--- src/rtl/jtdd_prom_we.sv ---
// Download writer: routes frontend bytes to SDRAM (packed 16-bit words, req/ack)
// or to the priority PROM write port, and flags when the download has fully landed.
module jtdd_prom_we #(
  parameter logic [21:0] PRIO_START = 22'h0C_0000,
  parameter int unsigned PRIO_LEN   = 256,
  parameter int unsigned DLY        = 1
) (
  input  logic        clk,
  input  logic        rst_n,
  input  logic        downloading,
  input  logic [21:0] ioctl_addr,
  input  logic [7:0]  ioctl_data,
  input  logic        ioctl_wr,
  output logic [21:0] prog_addr,
  output logic [15:0] prog_data,
  output logic [1:0]  prog_mask,
  output logic        prog_we,
  input  logic        prog_ack,
  output logic [7:0]  prom_din,
  output logic        prom_prio_we,
  output logic        dwn_done,
  output logic        ovf_err
);

  typedef enum logic [1:0] {StIdle, StLoad, StDrain, StDone} state_e;

  localparam logic [22:0] PrioEnd = {1'b0, PRIO_START} + 23'(PRIO_LEN);
  localparam logic [1:0]  DlyLast = 2'(DLY - 1);

  state_e state_q, state_d;

  // FIFO entry layout: {mask[1:0], byte[7:0], word_addr[21:0]}
  logic [31:0] fifo_q [2];
  logic [31:0] fifo_d [2];
  logic        wr_ptr_q, wr_ptr_d, rd_ptr_q, rd_ptr_d;
  logic [1:0]  cnt_q, cnt_d;

  logic        hold_q, hold_d;
  logic [7:0]  hold_idx_q, hold_idx_d, hold_din_q, hold_din_d;
  logic [1:0]  dly_q, dly_d;

  logic [21:0] prog_addr_q, prog_addr_d;
  logic [15:0] prog_data_q, prog_data_d;
  logic [1:0]  prog_mask_q, prog_mask_d;
  logic        prog_we_q, prog_we_d;
  logic [7:0]  prom_din_q, prom_din_d;
  logic        prom_we_q, prom_we_d;
  logic        dwn_done_q, dwn_done_d;
  logic        ovf_q, ovf_d;

  logic        is_sd, is_prom, wr_sd, wr_prom, pop, push, slot_free;
  logic [7:0]  new_idx;
  logic [31:0] head;

  assign is_sd     = ioctl_addr < PRIO_START;
  assign is_prom   = !is_sd && ({1'b0, ioctl_addr} < PrioEnd);
  assign wr_sd     = downloading && ioctl_wr && is_sd;
  assign wr_prom   = downloading && ioctl_wr && is_prom;
  assign new_idx   = 8'(ioctl_addr - PRIO_START);
  assign pop       = prog_we_q && prog_ack;
  // A full FIFO still takes a byte on the cycle its head is acknowledged
  assign push      = wr_sd && ((cnt_q != 2'd2) || pop);
  // The shared port is free once no SDRAM request is outstanding past this edge
  // and any PROM pulse in flight is on its final cycle.
  assign slot_free = (!prog_we_q || prog_ack) && (!prom_we_q || dly_q == 2'd0);
  assign head      = fifo_q[rd_ptr_q];

  always_comb begin
    state_d     = state_q;
    fifo_d      = fifo_q;
    wr_ptr_d    = wr_ptr_q;
    rd_ptr_d    = rd_ptr_q;
    cnt_d       = cnt_q + 2'(push) - 2'(pop);
    hold_d      = hold_q;
    hold_idx_d  = hold_idx_q;
    hold_din_d  = hold_din_q;
    dly_d       = dly_q;
    prog_addr_d = prog_addr_q;
    prog_data_d = prog_data_q;
    prog_mask_d = prog_mask_q;
    prog_we_d   = prog_we_q;
    prom_din_d  = prom_din_q;
    prom_we_d   = prom_we_q;
    ovf_d       = ovf_q || (wr_sd && !push);

    if (push) begin
      fifo_d[wr_ptr_q] = {~ioctl_addr[0], ioctl_addr[0], ioctl_data, 1'b0, ioctl_addr[21:1]};
      wr_ptr_d         = ~wr_ptr_q;
    end
    if (pop) rd_ptr_d = ~rd_ptr_q;

    if (prom_we_q) begin
      if (dly_q == 2'd0) prom_we_d = 1'b0;
      else               dly_d     = dly_q - 2'd1;
    end

    if (hold_q && slot_free) begin
      hold_d      = 1'b0;
      prom_we_d   = 1'b1;
      dly_d       = DlyLast;
      prog_addr_d = {14'd0, hold_idx_q};
      prom_din_d  = hold_din_q;
    end

    if (wr_prom) begin
      if (!hold_q && slot_free) begin
        prom_we_d   = 1'b1;
        dly_d       = DlyLast;
        prog_addr_d = {14'd0, new_idx};
        prom_din_d  = ioctl_data;
      end else if (!hold_q || slot_free) begin
        hold_d     = 1'b1;
        hold_idx_d = new_idx;
        hold_din_d = ioctl_data;
      end else begin
        ovf_d = 1'b1;
      end
    end

    if (pop) begin
      prog_we_d = 1'b0;
    end else if (!prog_we_q && cnt_q != 2'd0 && !prom_we_d) begin
      prog_we_d   = 1'b1;
      prog_addr_d = head[21:0];
      prog_data_d = {head[29:22], head[29:22]};
      prog_mask_d = head[31:30];
    end

    case (state_q)
      StIdle:  if (downloading) state_d = StLoad;
      StLoad:  if (!downloading) state_d = StDrain;
      StDrain: begin
        if (downloading) state_d = StLoad;
        else if (cnt_q == 2'd0 && !hold_q && !prog_we_q) state_d = StDone;
      end
      StDone:  if (downloading) state_d = StLoad;
      default: state_d = StIdle;
    endcase
    dwn_done_d = (state_d == StDone);
  end

  always_ff @(posedge clk or negedge rst_n) begin
    if (!rst_n) begin
      state_q     <= StIdle;
      fifo_q[0]   <= '0;
      fifo_q[1]   <= '0;
      wr_ptr_q    <= 1'b0;
      rd_ptr_q    <= 1'b0;
      cnt_q       <= 2'd0;
      hold_q      <= 1'b0;
      hold_idx_q  <= 8'd0;
      hold_din_q  <= 8'd0;
      dly_q       <= 2'd0;
      prog_addr_q <= 22'd0;
      prog_data_q <= 16'd0;
      prog_mask_q <= 2'b11;
      prog_we_q   <= 1'b0;
      prom_din_q  <= 8'd0;
      prom_we_q   <= 1'b0;
      dwn_done_q  <= 1'b0;
      ovf_q       <= 1'b0;
    end else begin
      state_q     <= state_d;
      fifo_q      <= fifo_d;
      wr_ptr_q    <= wr_ptr_d;
      rd_ptr_q    <= rd_ptr_d;
      cnt_q       <= cnt_d;
      hold_q      <= hold_d;
      hold_idx_q  <= hold_idx_d;
      hold_din_q  <= hold_din_d;
      dly_q       <= dly_d;
      prog_addr_q <= prog_addr_d;
      prog_data_q <= prog_data_d;
      prog_mask_q <= prog_mask_d;
      prog_we_q   <= prog_we_d;
      prom_din_q  <= prom_din_d;
      prom_we_q   <= prom_we_d;
      dwn_done_q  <= dwn_done_d;
      ovf_q       <= ovf_d;
    end
  end

  assign prog_addr    = prog_addr_q;
  assign prog_data    = prog_data_q;
  assign prog_mask    = prog_mask_q;
  assign prog_we      = prog_we_q;
  assign prom_din     = prom_din_q;
  assign prom_prio_we = prom_we_q;
  assign dwn_done     = dwn_done_q;
  assign ovf_err      = ovf_q;

endmodule

--- config.mk ---
export PLATFORM = sky130hd
export DESIGN_NAME = jtdd_prom_we
export DESIGN_NICKNAME = d
export VERILOG_FILES = /design/src/rtl/jtdd_prom_we.sv
export SDC_FILE = /design/constraint.sdc
export NUM_CORES = 1
export LEC_CHECK = 0
export BUFFER_PORTS_ARGS = -buffer_cell sky130_fd_sc_hd__buf_4
export CELL_PAD_IN_SITES_DETAIL_PLACEMENT = 0
export CELL_PAD_IN_SITES_GLOBAL_PLACEMENT = 1
export CORE_ASPECT_RATIO = 1.2
export CORE_MARGIN = 2
export CORE_UTILIZATION = 41
export DETAILED_ROUTE_END_ITERATION = 7
export PLACE_DENSITY = 0.74
export SKIP_CTS_REPAIR_TIMING = 1
export SLEW_MARGIN = 5
export SYNTH_ARGS = -nofsm -noshare
export SYNTH_HDL_FRONTEND = slang
export SYNTH_SLANG_ARGS = --single-unit
--- constraint.sdc ---
create_clock -name clk -period 1.85 [get_ports clk]
set_input_delay 0.185 -clock clk [delete_from_list [all_inputs] [get_ports clk]]
set_output_delay 0.185 -clock clk [all_outputs]
set_load 0.01 [all_outputs]
### Yosys cells after proc, flatten, opt, wreduce, memory -nomap -nowiden

Index checks and enable logic that the tools add are counted.

| storage, ports and cells | value |
|---|---|
| input port bits | 35 |
| word-level logic and storage cells | 111 |
| register bits after elaboration | 141 |

| cells by class | value |
|---|---|
| reduce and logical (&&, ||, !) cells | 34 |
| mux-type cells | 38 |
| bitwise logic cells | 7 |
| magnitude comparators | 5 |
| equality and inequality tests | 5 |
| add/sub/neg operators | 4 |

Operator list:

| operator | count |
|---|---|
| $mux 32 | 4 |
| $mux 22 | 5 |
| $bwmux 64 | 1 |
| $lt 22x20->1 const B | 2 |
| $demux 32 s1 | 1 |
| $mux 8 | 3 |
| $mux 2 | 9 |
| $logic_and 1x1->1 | 15 |
| $mux 1 | 14 |
| $sub 8x1->8 const B | 1 |
| $eq 2x2->1 const B | 3 |
| $logic_not 1->1 | 6 |
| $logic_not 2->1 | 3 |
| $pmux 2 s3 | 1 |
| $logic_or 1x1->1 | 5 |
| $not 1->1 | 5 |
| $ge 2x2->1 const B | 2 |
| $not 1->2 | 2 |
| $reduce_bool 2->1 | 2 |
| $reduce_and 3->1 | 1 |
| $add 2x1->2 | 1 |
| $eq 2x1->1 const B | 1 |
| $lt 2x1->1 const B | 1 |
| $ne 2x2->1 const B | 1 |
| other kinds (4) | 4 |

### Longest topological paths before layout

Gate-level depths: netlist of the first run.

| depth | value |
|---|---|
| word-level depth | 11 |
| mapped depth | 8 |

### Worst setup path before layout of the first run

No wires, ideal clock.

| timing | value |
|---|---|
| path kind | register to register |
| start | reg dly_q[1] |
| end | reg hold_din_q[6] |
| path buffers | 3 |
| data arrival time | 1.802 ns |
| cell stages (with the launch flop) | 8 |
| path slack | -0.078 ns |
| clock period less this slack | 1.928 ns |
| required time | 1.725 ns |
| cells stage by stage | dfrtp_1 o21a_1 or3_1 buf_6 and3_4 buf_6 buf_8 mux2_4 |

| between the ends | value |
|---|---|
| cells in the longest elaborated chain, start to end | 6 |
| elaborated cells on any way between the ends | 7 |
| classes of those cells | 1 x bitwise; 6 x reduce/logical |

Ends and longest elaborated chain:

| element | RTL line | RTL |
|---|---|---|
| start, declared | 40 | `logic [1:0] dly_q, dly_d;` |
| start signal, assigned | 171 | `dly_q <= dly_d;` |
| $logic_not 2->1 (*) | 65 | `assign slot_free = (!prog_we_q \|\| prog_ack) && (!prom_we_q \|\| dly_q == 2'd0);` |
| $logic_or 1x1->1 (*) | 65 |  |
| $logic_and 1x1->1 (*) | 65 |  |
| $logic_and 1x1->1 | 106 | `if (!hold_q && slot_free) begin` |
| $not 1->1 (no line) | n/a |  |
| $reduce_and 3->1 (no line) (*) | n/a |  |
| end signal, assigned | 170 | `hold_din_q <= hold_din_d;` |
| end, declared | 39 | `logic [7:0] hold_idx_q, hold_idx_d, hold_din_q, hold_din_d;` |

Mark *: on every way between the ends. The rest lies on a longest branch, timed or not.
A chain may end at the register's enable or synchronous reset.

### Worst setup path in the final report of the first run

| timing | value |
|---|---|
| start | reg dly_q[0] |
| end | reg hold_idx_q[3] |

| between the ends | value |
|---|---|
| cells in the longest elaborated chain, start to end | 6 |
| elaborated cells on any way between the ends | 7 |
| classes of those cells | 1 x bitwise; 6 x reduce/logical |

Ends and longest elaborated chain:

| element | RTL line | RTL |
|---|---|---|
| $logic_not 2->1 (*) | 65 |  |
| $logic_or 1x1->1 (*) | 65 |  |
| $logic_and 1x1->1 (*) | 65 |  |
| $logic_and 1x1->1 | 106 |  |
| $not 1->1 (no line) | n/a |  |
| $reduce_and 3->1 (no line) (*) | n/a |  |
| end signal, assigned | 169 | `hold_idx_q <= hold_idx_d;` |
| end, declared | 39 |  |

Marked as above.

==> out/metrics.yaml, run 1 <==
sta:
  slew_violations: 0
  skew_ps: 18.43
  setup_violations: 0
  final_hold_viol_count: 0
  relSlewSlack: 0.6299
  worstMarginPinSlew_ps: 555.1
  period_needed_ps: 1746
  hold-worst-slack_ps: 18.43
  fin_crit_sh: 0.9439
  max_freq_mhz: 572.7
  rsz0062_at_grt: "no"
run:
  drv_cap: 0
synthesis:
  yosysWarningCount: 0
  synth_area_sq_um: 5851
  synth.area.top_cells: "dfrtp_1 (55%), mux2_2 (13%), mux2i_1 (4.1%), o21ai_0 (3.4%), mux2_4 (2.6%)"
  async_reset_ff_frac: 1.000
  synth_nets: 516
  synth_cells: 477
  synth.most_common_cell: "dfrtp_1"
  ys_types: 43
  synth_common_cells: "dfrtp_1 (129), mux2_2 (70), o21ai_0 (40), nand2_1 (25), mux2i_1 (24)"
  synth-seq-cells: 131
  yosys.area.top_type_share: 0.5518
  synth_edf_count: 0
  postSynthAreaPerCell_sq_um: 12.27
  ys.flop_type: "dfrtp_1"
  synth_top_area_cell: "dfrtp_1"
  seq_area_frac_synth: 0.5607
cts:
  cts_tree: "done"
  path_clk_slew_ps: 50
  clock_latency_ps: 410
  clkSinkCount: 131
  cts_max_path_buffers: 2
  cts_max_level: 4
  numCtsBuffers: 17
  cts-root-buf: "clkbuf_16"
worst_setup_path:
  path_cells: "o21a_1 -> or3_1 -> and3_4 -> buf_12 -> mux2_4"
  slowest_delay_ps: 410
  cp.required_ps: 2140
  critical_path_class: "register to register"
  startpoint_type: "register"
  worstSetupEndpointType: "register"
  cp_max_fo: 8
  critPathSlowestCell: "dfrtp_1"
  critPathArrivalTime_ps: 2030
routing:
  drc_errors: 3
  drt_iter0_drc: 249
  routedWlPerCell_um: 18.47
  drtPass1Iterations: 6
  viasPerCell: 5.453
  wl_um: 14060
  detail-route-antenna-nets: 0
  num_vias: 4150
finish:
  diodes: 0
  fin_nets: 618
  design_area_sq_um: 7482
  regArea_sq_um: 3282
  fill_cells: 1189
  drive_gt1_frac: 0.4119
  multiInputGateArea_sq_um: 2336
  areaGrowthSynthToFinish_pct: 27.89
power:
  power.leakage_nw: 3.530
  p_per_area_nw_per_um2: 1477
  total_power_w: 0.01105
  irDropWorstVdd_uv: 601.9
hold_path:
  hp-class: "input pin to register"
floorplan:
  start_util: 0.4216
  dieHeight_um: 134.9
  fp.dieW_um: 113.1
  die_area_sq_um: 15250
  rows: 47
  io_pins: 87
  coreArea_sq_um: 13880
placement:
  place_hpwl_um: 9242
  port_buffers: 86
  postPlaceCellArea_sq_um: 6900
  gp_congestion: 0.8082
outcome:
  failed_checks: "design-rule violations"
  status: "finished, violations left"
global_routing:
  grt_max_degree: 66
  grtUsageTotal: 0.1936
  antenna_found_initial: 0
  grt-ovfl-total: 0
  grt_first_pass_wirelength_um: 22890
  grt_pass1_vias: 4414
==> registers in the layout, indices dropped and copies added, names as in the netlist, 8 cells and up <==
name and flops:
fifo_q 62, prog_addr 22, hold_din_q 8, hold_idx_q 8, prog_data 8, prom_din 8
==> path summary, 6_finish.rpt <==
check	to	cells past startpoint	slack, ps	start
max in group asynchronous	prog_mask[0]	3	950	rst_n
hold / removal	fifo_q[63]	2	20	ioctl_addr[0]
hold reg to reg	fifo_q[31]	2	480	fifo_q[31]
setup reg to reg	hold_idx_q[3]	5	100	dly_q[0]
min in group asynchronous	fifo_q[36]	2	210	rst_n
setup / recovery	hold_idx_q[3]	5	100	dly_q[0]
==> area by class of cell <==
| class | instances | area share |
|---|---|---|
| multi-input combinational | 293 | 0.3122 |
| clock buffer | 20 | 0.06237 |
| tap | 171 | 0.02860 |
| clock inverter | 10 | 0.01120 |
| sequential | 131 | 0.4386 |
| inverter | 13 | 0.006522 |
| timing repair buffer | 123 | 0.1405 |
==> logic make-up (layout without fill, tap and decap cells) <==
family | Yosys count | after routing | synth area share
buffers and inverters | 53 | 166 | 0.04705
DFF | 131 | 131 | 0.5607
AOI/OAI and AO/OA | 100 | 100 | 0.1052
muxes | 104 | 104 | 0.2015
adders and majority gates | 4 | 4 | 0.008555
and+or+nand+nor | 81 | 81 | 0.07100
xor gates and xnor gates | 4 | 4 | 0.005989
==> worst max-delay path: cells and delay by family, from the launching register on <==
| family | cells | cell delay (ps) |
|---|---|---|
| AOI/OAI and AO/OA | 1 | 230 |
| and+or+nand+nor | 2 | 550 |
| DFF | 1 | 410 |
| muxes | 1 | 290 |
| buffers and inverters | 1 | 150 |
==> cells in the final DEF (no fill, tap or decap), drive strengths merged, types with 3 or more instances in the layout <==
master    n
clkbuf   20
and3      3
o22ai    13
nor4      3
xnor2     3
mux2     80
inv      14
o21a      3
ha        4
nor2b     3
a31oi    18
and2      3
a21oi     5
dfrtp   129
buf     122
o31ai     8
nor3     18
mux2i    24
clkinv    6
a221oi    8
nor2      7
nand2    25
o21ai    40
nand3    11
==> power by group <==
group	leakage, nW	switching, W	internal, W
Combinational	1.56	0.00169	0.00186
Sequential	1.70	0.000578	0.00381
Clock	0.273	0.00119	0.00193
Total	3.53	0.00345	0.00760
==> metal layers <==
metal | wire length, um | global-route usage | up-vias
met5 | 0 | 0 | -
met4 | 101 | 0.06640 | 0
met3 | 549 | 0.04623 | 6
met2 | 7383 | 0.3280 | 96
met1 | 6023 | 0.2441 | 2113
li1 | - | - | 1935
==> through the flow <==
stage                     setup TNS [ps]  cells  worst slack [ps]    util
after global routing                   0    761             27.67  0.5391
after CTS                              0    759             83.64  0.5369
after floorplan                   -478.8    477            -47.88       -
after detailed placement           -3766    729            -120.9  0.4972
final                                  0    761             103.8  0.5391
after global placement             -1344    729            -78.54  0.4972
(Power assumes the default switching activity.)
==> run 2: changes to the inputs <==
--- a/config.mk
+++ b/config.mk
@@ -10,9 +10,10 @@
 export CELL_PAD_IN_SITES_GLOBAL_PLACEMENT = 1
 export CORE_ASPECT_RATIO = 1.2
 export CORE_MARGIN = 2
-export CORE_UTILIZATION = 41
+export CORE_UTILIZATION = 43
+export CTS_BUF_LIST = sky130_fd_sc_hd__clkbuf_8
 export DETAILED_ROUTE_END_ITERATION = 7
-export PLACE_DENSITY = 0.74
+export PLACE_DENSITY = 0.77
 export SKIP_CTS_REPAIR_TIMING = 1
 export SLEW_MARGIN = 5
 export SYNTH_ARGS = -nofsm -noshare
==> run 2 against run 1 <==
  * The run now ends clean
  * Sequential share of layout area shrank 0.29 points
  * Sequential power barely moved
  * Combinational power hardly changed
  * Largest power group unchanged
  * Global-route usage grew 0.93 points
  * Utilization up 3.0 points
  * Wire length is 2.9% higher
==> out/metrics.yaml, run 2 (synthesis results as in run 1) <==
placement:
  gp_congestion: 0.7822  # was 0.8082
  dp.cells: 722  # was 729
  port_buffers: 86  # unchanged
  place_hpwl_um: 9626  # was 9242 um
routing:
  wl_met1_um: 6099  # was 6023 um
  routedWlPerCell_um: 18.52  # was 18.47 um
  wl_met2_um: 7466  # was 7383 um
  wl_met3_um: 705  # was 549 um
  drc_errors: 0  # was 3
  num_vias: 4292  # was 4150
  drtPass1Iterations: 4  # was 6
  drt_iter0_drc: 233  # was 249
  detail-route-antenna-nets: 0  # unchanged
  viasPerCell: 5.496  # was 5.453
  dr.max_layer_used: "met4"  # unchanged
  wl_um: 14470  # was 14060 um
power:
  p_seq_frac: 0.411  # was 0.397
  clkPwrFrac: 0.255  # was 0.282
  swShare: 0.3212  # was 0.3125
  p_sw_w: 0.003431  # was 0.003452 W
  p_per_area_nw_per_um2: 1418  # was 1477 nW/um^2
  p_int_w: 0.007252  # was 0.007597 W
  irDropWorstVdd_uv: 774.2  # was 601.9 uV
  power.leakage_nw: 3.556  # was 3.530 nW
  power_frac_comb: 0.334  # was 0.321
  total_power_w: 0.01068  # was 0.01105 W
finish:
  areaGrowthSynthToFinish_pct: 28.74  # was 27.89%
  layout_commonest_cell: "dfrtp_1"  # unchanged
  diodes: 0  # unchanged
  largest_reg_flops: 62  # unchanged
  mostFrequentLayoutCells: "dfrtp_1 (128), buf_4 (115), mux2_2 (70), o21ai_0 (40), nand2_1 (25)"  # was dfrtp_1 (128), buf_4 (112), mux2_2 (70), o21ai_0 (39)
  drive_gt1_frac: 0.3980  # was 0.4119
  regMostFlops: "fifo_q"  # unchanged
  fin_nets: 639  # was 618
  instances_no_fill: 781  # was 761
cts:
  cts_tree: "done"  # unchanged
  cts_max_level: 4  # unchanged
  path_clk_slew_ps: 80  # was 50 ps
  cts_max_path_buffers: 2  # unchanged
  cts-root-buf: "clkbuf_8"  # was clkbuf_16
  clkSinkCount: 131  # unchanged
  numCtsBuffers: 17  # unchanged
  clock_latency_ps: 450  # was 410 ps
sta:
  hold-worst-slack_ps: 2.074  # was 18.43 ps
  relSlewSlack: 0.6056  # was 0.6299
  slew_violations: 0  # unchanged
  setup_violations: 0  # unchanged
  final_hold_viol_count: 0  # unchanged
  period_needed_ps: 1769  # was 1746 ps
  fin_crit_sh: 0.9560  # was 0.9439
  rsz0062_at_grt: "no"  # unchanged
  worstMarginPinSlew_ps: 591.6  # was 555.1 ps
  skew_ps: 12.85  # was 18.43 ps
  max_freq_mhz: 565.4  # was 572.7 MHz
worst_setup_path:
  cp.required_ps: 2190  # was 2140 ps
  startpoint_type: "register"  # unchanged
  critical_path_class: "register to register"  # unchanged
  cp_max_fo: 5  # was 8
  critPathArrivalTime_ps: 2110  # was 2030 ps
  worstSetupEndpointType: "register"  # unchanged
floorplan:
  coreArea_sq_um: 13240  # was 13880 sq um
  rows: 46  # was 47
  dieHeight_um: 131.8  # was 134.9 um
  die_area_sq_um: 14560  # was 15250 sq um
  io_pins: 87  # unchanged
  fp.dieW_um: 110.5  # was 113.1 um
  start_util: 0.4420  # was 0.4216
run:
  drv_cap: 0  # unchanged
outcome:
  status: "completed"  # was finished, violations left
global_routing:
  grt_pass1_vias: 4391  # was 4414
  grt-ovfl-total: 0  # unchanged
  antenna_found_initial: 0  # unchanged
  grtUsageTotal: 0.2030  # was 0.1936
  grt_first_pass_wirelength_um: 23370  # was 22890 um
  grt_max_degree: 48  # was 66
hold_path:
  hp-class: "input pin to register"  # unchanged
[run 2: final timing paths]
path | from | end | slack [ps] | cells after the start
max | dly_q[0] | hold_idx_q[1] | 80 | 5
min in group asynchronous | rst_n | fifo_q[19] | 240 | 2
max reg2reg | dly_q[0] | hold_idx_q[1] | 80 | 5
max in group asynchronous | rst_n | fifo_q[41] | 910 | 3
min reg2reg | ovf_err | ovf_err | 480 | 2
min | ioctl_addr[4] | hold_idx_q[4] | 2 | 2
[run 2: worst max-delay path: stages, from the launching register on]
cell and delay, ps:
dfrtp_1 400, o21a_2 260, or3_1 330, and3_4 210, buf_4 160, mux2_4 300
[run 2: final cells by class]
| type | instances | area [sq um] |
|---|---|---|
| fillers | 1137 | 5705 |
| well taps | 168 | 210.2 |
| clock buffers | 20 | 275.3 |
| inverters | 13 | 48.80 |
| clock inverters | 12 | 176.4 |
| repair buffers | 144 | 1214 |
| multi-input cells | 293 | 2326 |
| flip-flops and latches | 131 | 3282 |
[run 2: routing by layer]
metal / vias to the layer above / global-route usage
met5: - / 0
met2: 128 / 0.3398
met1: 2177 / 0.2596
met4: 0 / 0.07778
li1: 1971 / -
met3: 16 / 0.04368
[run 2: per-stage QoR]
| step | TNS [ps] | cell area [sq um] | utilization | worst slack [ps] |
|---|---|---|---|---|
| finish | 0 | 7532 | 0.5690 | 81.41 |
| floorplan | -478.8 | 5859 | - | -47.88 |
| global route | 0 | 7532 | 0.5690 | 7.477 |
| global placement | -2082 | 6804 | 0.5140 | -128.5 |
| CTS | 0 | 7256 | 0.5481 | 58.77 |
| detailed placement | -3282 | 6804 | 0.5140 | -167.0 |
[run 2: power groups by stage]
| stage | Sequential [W] | Combinational, W | Clock (W) |
|---|---|---|---|
| 2_1_floorplan | 0.00436 | 0.00219 | 0 |
| 3_3_place_gp | 0.00440 | 0.00344 | 0 |
| 3_5_place_dp | 0.00444 | 0.00355 | 0 |
| 4_1_cts | 0.00439 | 0.00356 | 0.00276 |
| 5_1_grt | 0.00452 | 0.00390 | 0.00290 |
| 6_report | 0.00439 | 0.00357 | 0.00272 |
==> run 3: changes to the inputs <==
--- a/config.mk
+++ b/config.mk
@@ -13,7 +13,7 @@
 export CORE_UTILIZATION = 43
 export CTS_BUF_LIST = sky130_fd_sc_hd__clkbuf_8
 export DETAILED_ROUTE_END_ITERATION = 7
-export PLACE_DENSITY = 0.77
+export PLACE_DENSITY = 0.89
 export SKIP_CTS_REPAIR_TIMING = 1
 export SLEW_MARGIN = 5
 export SYNTH_ARGS = -nofsm -noshare
==> constraint.sdc (replaced) <==
create_clock -name clk -period 1.48 [get_ports clk]
set_input_delay 0.148 -clock clk [delete_from_list [all_inputs] [get_ports clk]]
set_output_delay 0.148 -clock clk [all_outputs]
set_load 0.01 [all_outputs]
==> run 3 against run 2 <==
  * The flow now finishes with violations (negative setup slack)
  * Combinational power up 54%
  * Fmax up 1.8%
  * Die area unchanged
  * First-iteration DRC count up 35%
  * Non-clock buffer count up 37
  * Utilization up 5.0 points
  * Worst setup slack worse by 340 ps
  * Critical path depth unchanged
  * Register-to-register slack worse by 340 ps
  * Via count up 6.7%
  * Global-route usage up 0.57 points
  * Design area up 8.8%
  * Critical endpoint is now hold_idx_q[0]
  * Highest routed layer unchanged
==> out/metrics.yaml, run 3 (synthesis results as in run 1) <==
sta:
  relSlewSlack: 0.7226  # was 0.6056
  slew_violations: 0  # unchanged
  fin_crit_sh: 1.173  # was 0.9560
  period_needed_ps: 1737  # was 1769 ps
  max_freq_mhz: 575.8  # was 565.4 MHz
  layout_setup_ws_ps: -256.6  # was 81.41 ps
  setup_violations: 122  # was 0
  worstMarginPinSlew_ps: 416.2  # was 591.6 ps
  rsz0062_at_grt: "yes"  # was no
  skew_ps: 15.91  # was 12.85 ps
  final_hold_viol_count: 0  # unchanged
hold_path:
  hp-class: "input pin to register"  # unchanged
global_routing:
  grt_max_degree: 33  # was 48
  grtUsageTotal: 0.2086  # was 0.2030
  grt-ovfl-total: 0  # unchanged
  grt_pass1_vias: 4693  # was 4391
  antenna_found_initial: 0  # unchanged
  grt_first_pass_wirelength_um: 24250  # was 23370 um
cts:
  cts_max_path_buffers: 2  # unchanged
  path_clk_slew_ps: 70  # was 80 ps
  clock_latency_ps: 450  # about the same
  cts_tree: "done"  # unchanged
  numCtsBuffers: 17  # unchanged
  cts_max_level: 4  # unchanged
  clkSinkCount: 131  # unchanged
  cts-root-buf: "clkbuf_8"  # unchanged
routing:
  wl_um: 15840  # was 14470 um
  drc_errors: 0  # unchanged
  detail-route-antenna-nets: 0  # unchanged
  num_vias: 4578  # was 4292
  drtPass1Iterations: 7  # was 4
  drt_iter0_drc: 315  # was 233
  viasPerCell: 5.603  # was 5.496
  routedWlPerCell_um: 19.39  # was 18.52 um
power:
  irDropWorstVdd_uv: 759.1  # was 774.2 uV
  total_power_w: 0.01419  # was 0.01068 W
  power.leakage_nw: 3.952  # was 3.556 nW
  p_per_area_nw_per_um2: 1731  # was 1418 nW/um^2
worst_setup_path:
  worstSetupEndpointType: "register"  # unchanged
  critPathSlowestCell: "dfrtp_1"  # unchanged
  critPathArrivalTime_ps: 2070  # was 2110 ps
  startpoint_type: "register"  # unchanged
  path_cells: "o21a_1 -> or3_4 -> and3_4 -> buf_12 -> mux2_4"  # was o21a_2 -> or3_1 -> and3_4 -> buf_4 -> mux2_4
  critical_path_class: "register to register"  # unchanged
  cp_max_fo: 12  # was 5
  slowest_delay_ps: 410  # was 400 ps
  cp.required_ps: 1810  # was 2190 ps
finish:
  drive_gt1_frac: 0.4669  # was 0.3980
  utilization: 0.6190  # was 0.5690
  fill_cells: 1025  # was 1137
  multiInputGateArea_sq_um: 2605  # was 2326 sq um
  fin_nets: 676  # was 639
  regArea_sq_um: 3282  # unchanged
  regMostFlops: "fifo_q"  # unchanged
  design_area_sq_um: 8194  # was 7532 sq um
  largest_reg_flops: 62  # unchanged
  diodes: 0  # unchanged
  areaGrowthSynthToFinish_pct: 40.06  # was 28.74%
  layout_commonest_cell: "buf_4"  # was dfrtp_1
  mostFrequentLayoutCells: "buf_4 (138), dfrtp_1 (128), mux2_4 (52), mux2_2 (28), nand2_1 (25)"  # was dfrtp_1 (128), buf_4 (115), mux2_2 (70), o21ai_0 (40), nand2_1 (25)
placement:
  postPlaceCellArea_sq_um: 7236  # was 6804 sq um
  gp_congestion: 0.8486  # was 0.7822
  pre_cts_slack_ps: -382.1  # was -167.0 ps
  place_hpwl_um: 10060  # was 9626 um
  port_buffers: 86  # unchanged
floorplan:
  die_area_sq_um: 14560  # unchanged
  rows: 46  # unchanged
  dieHeight_um: 131.8  # unchanged
  coreArea_sq_um: 13240  # unchanged
  start_util: 0.4420  # unchanged
  io_pins: 87  # unchanged
  fp.dieW_um: 110.5  # unchanged
run:
  drv_cap: 0  # unchanged
outcome:
  failed_checks: "negative setup slack"
  status: "finished, violations left"  # was completed
run 3: cell types whose count changed in the layout (fill, tap and decap cells not counted), sizes merged:
| cell | before | now |
|---|---|---|
| clkbuf | 20 | 21 |
| clkinvlp | 2 | 4 |
| buf | 121 | 161 |
| bufinv | 4 | 3 |
| clkinv | 5 | 4 |
| dlygate4sd3 | 23 | 18 |
run 3: worst max-delay path, delay by kind of cell (launching register included):
kind | cells | cell delay [ps]
simple gates | 2 | 540
compound gates | 1 | 220
flops | 1 | 410
mux | 1 | 300
buf+inv | 1 | 150
run 3: where the power goes:
part | switching [W] | internal (W) | total (W)
sequential | 0.000745 | 0.00476 | 0.00551
combinational | 0.00250 | 0.00300 | 0.00550
clock | 0.00143 | 0.00175 | 0.00318
total | 0.00468 | 0.00951 | 0.0142
run 3: path summary, 6_finish.rpt:
check / start / to / depth (start not counted) / slack (ps)
worst max-delay path: dly_q[0] / hold_idx_q[0] / 5 / -260
worst min-delay path: ioctl_addr[12] / fifo_q[11] / 3 / 50
worst min register to register: fifo_q[19] / fifo_q[19] / 1 / 490
min in group asynchronous: rst_n / prog_addr[14] / 2 / 200
max in group asynchronous: rst_n / fifo_q[50] / 3 / 680
worst max register to register: dly_q[0] / hold_idx_q[0] / 5 / -260
run 3: cell type report:
cell class | count | area share
Clock buffer | 19 | 0.03191
Timing Repair Buffer | 181 | 0.1987
Inverter | 13 | 0.005955
Sequential cell | 131 | 0.4005
Clock inverter | 12 | 0.01939
Multi-Input combinational cell | 293 | 0.3179
Tap cell | 168 | 0.02565
run 3: routing by layer:
| layer | GRT usage | share of wire | up-vias |
|---|---|---|---|
| met5 | 0 | 0 | - |
| met4 | 0.07222 | 0.023 | 0 |
| met3 | 0.05287 | 0.050 | 34 |
| met2 | 0.3524 | 0.52 | 153 |
| met1 | 0.2620 | 0.41 | 2337 |
| li1 | - | - | 2054 |
run 3: per-stage QoR:
step	cells	hold WS, ps	TNS (ps)
finish	817	46.18	-18920
detailed placement	752	108.4	-27460
CTS	783	-376.1	-17730
floorplan	477	-147.6	-23750
global placement	752	106.4	-27360
global route	817	22.51	-24890
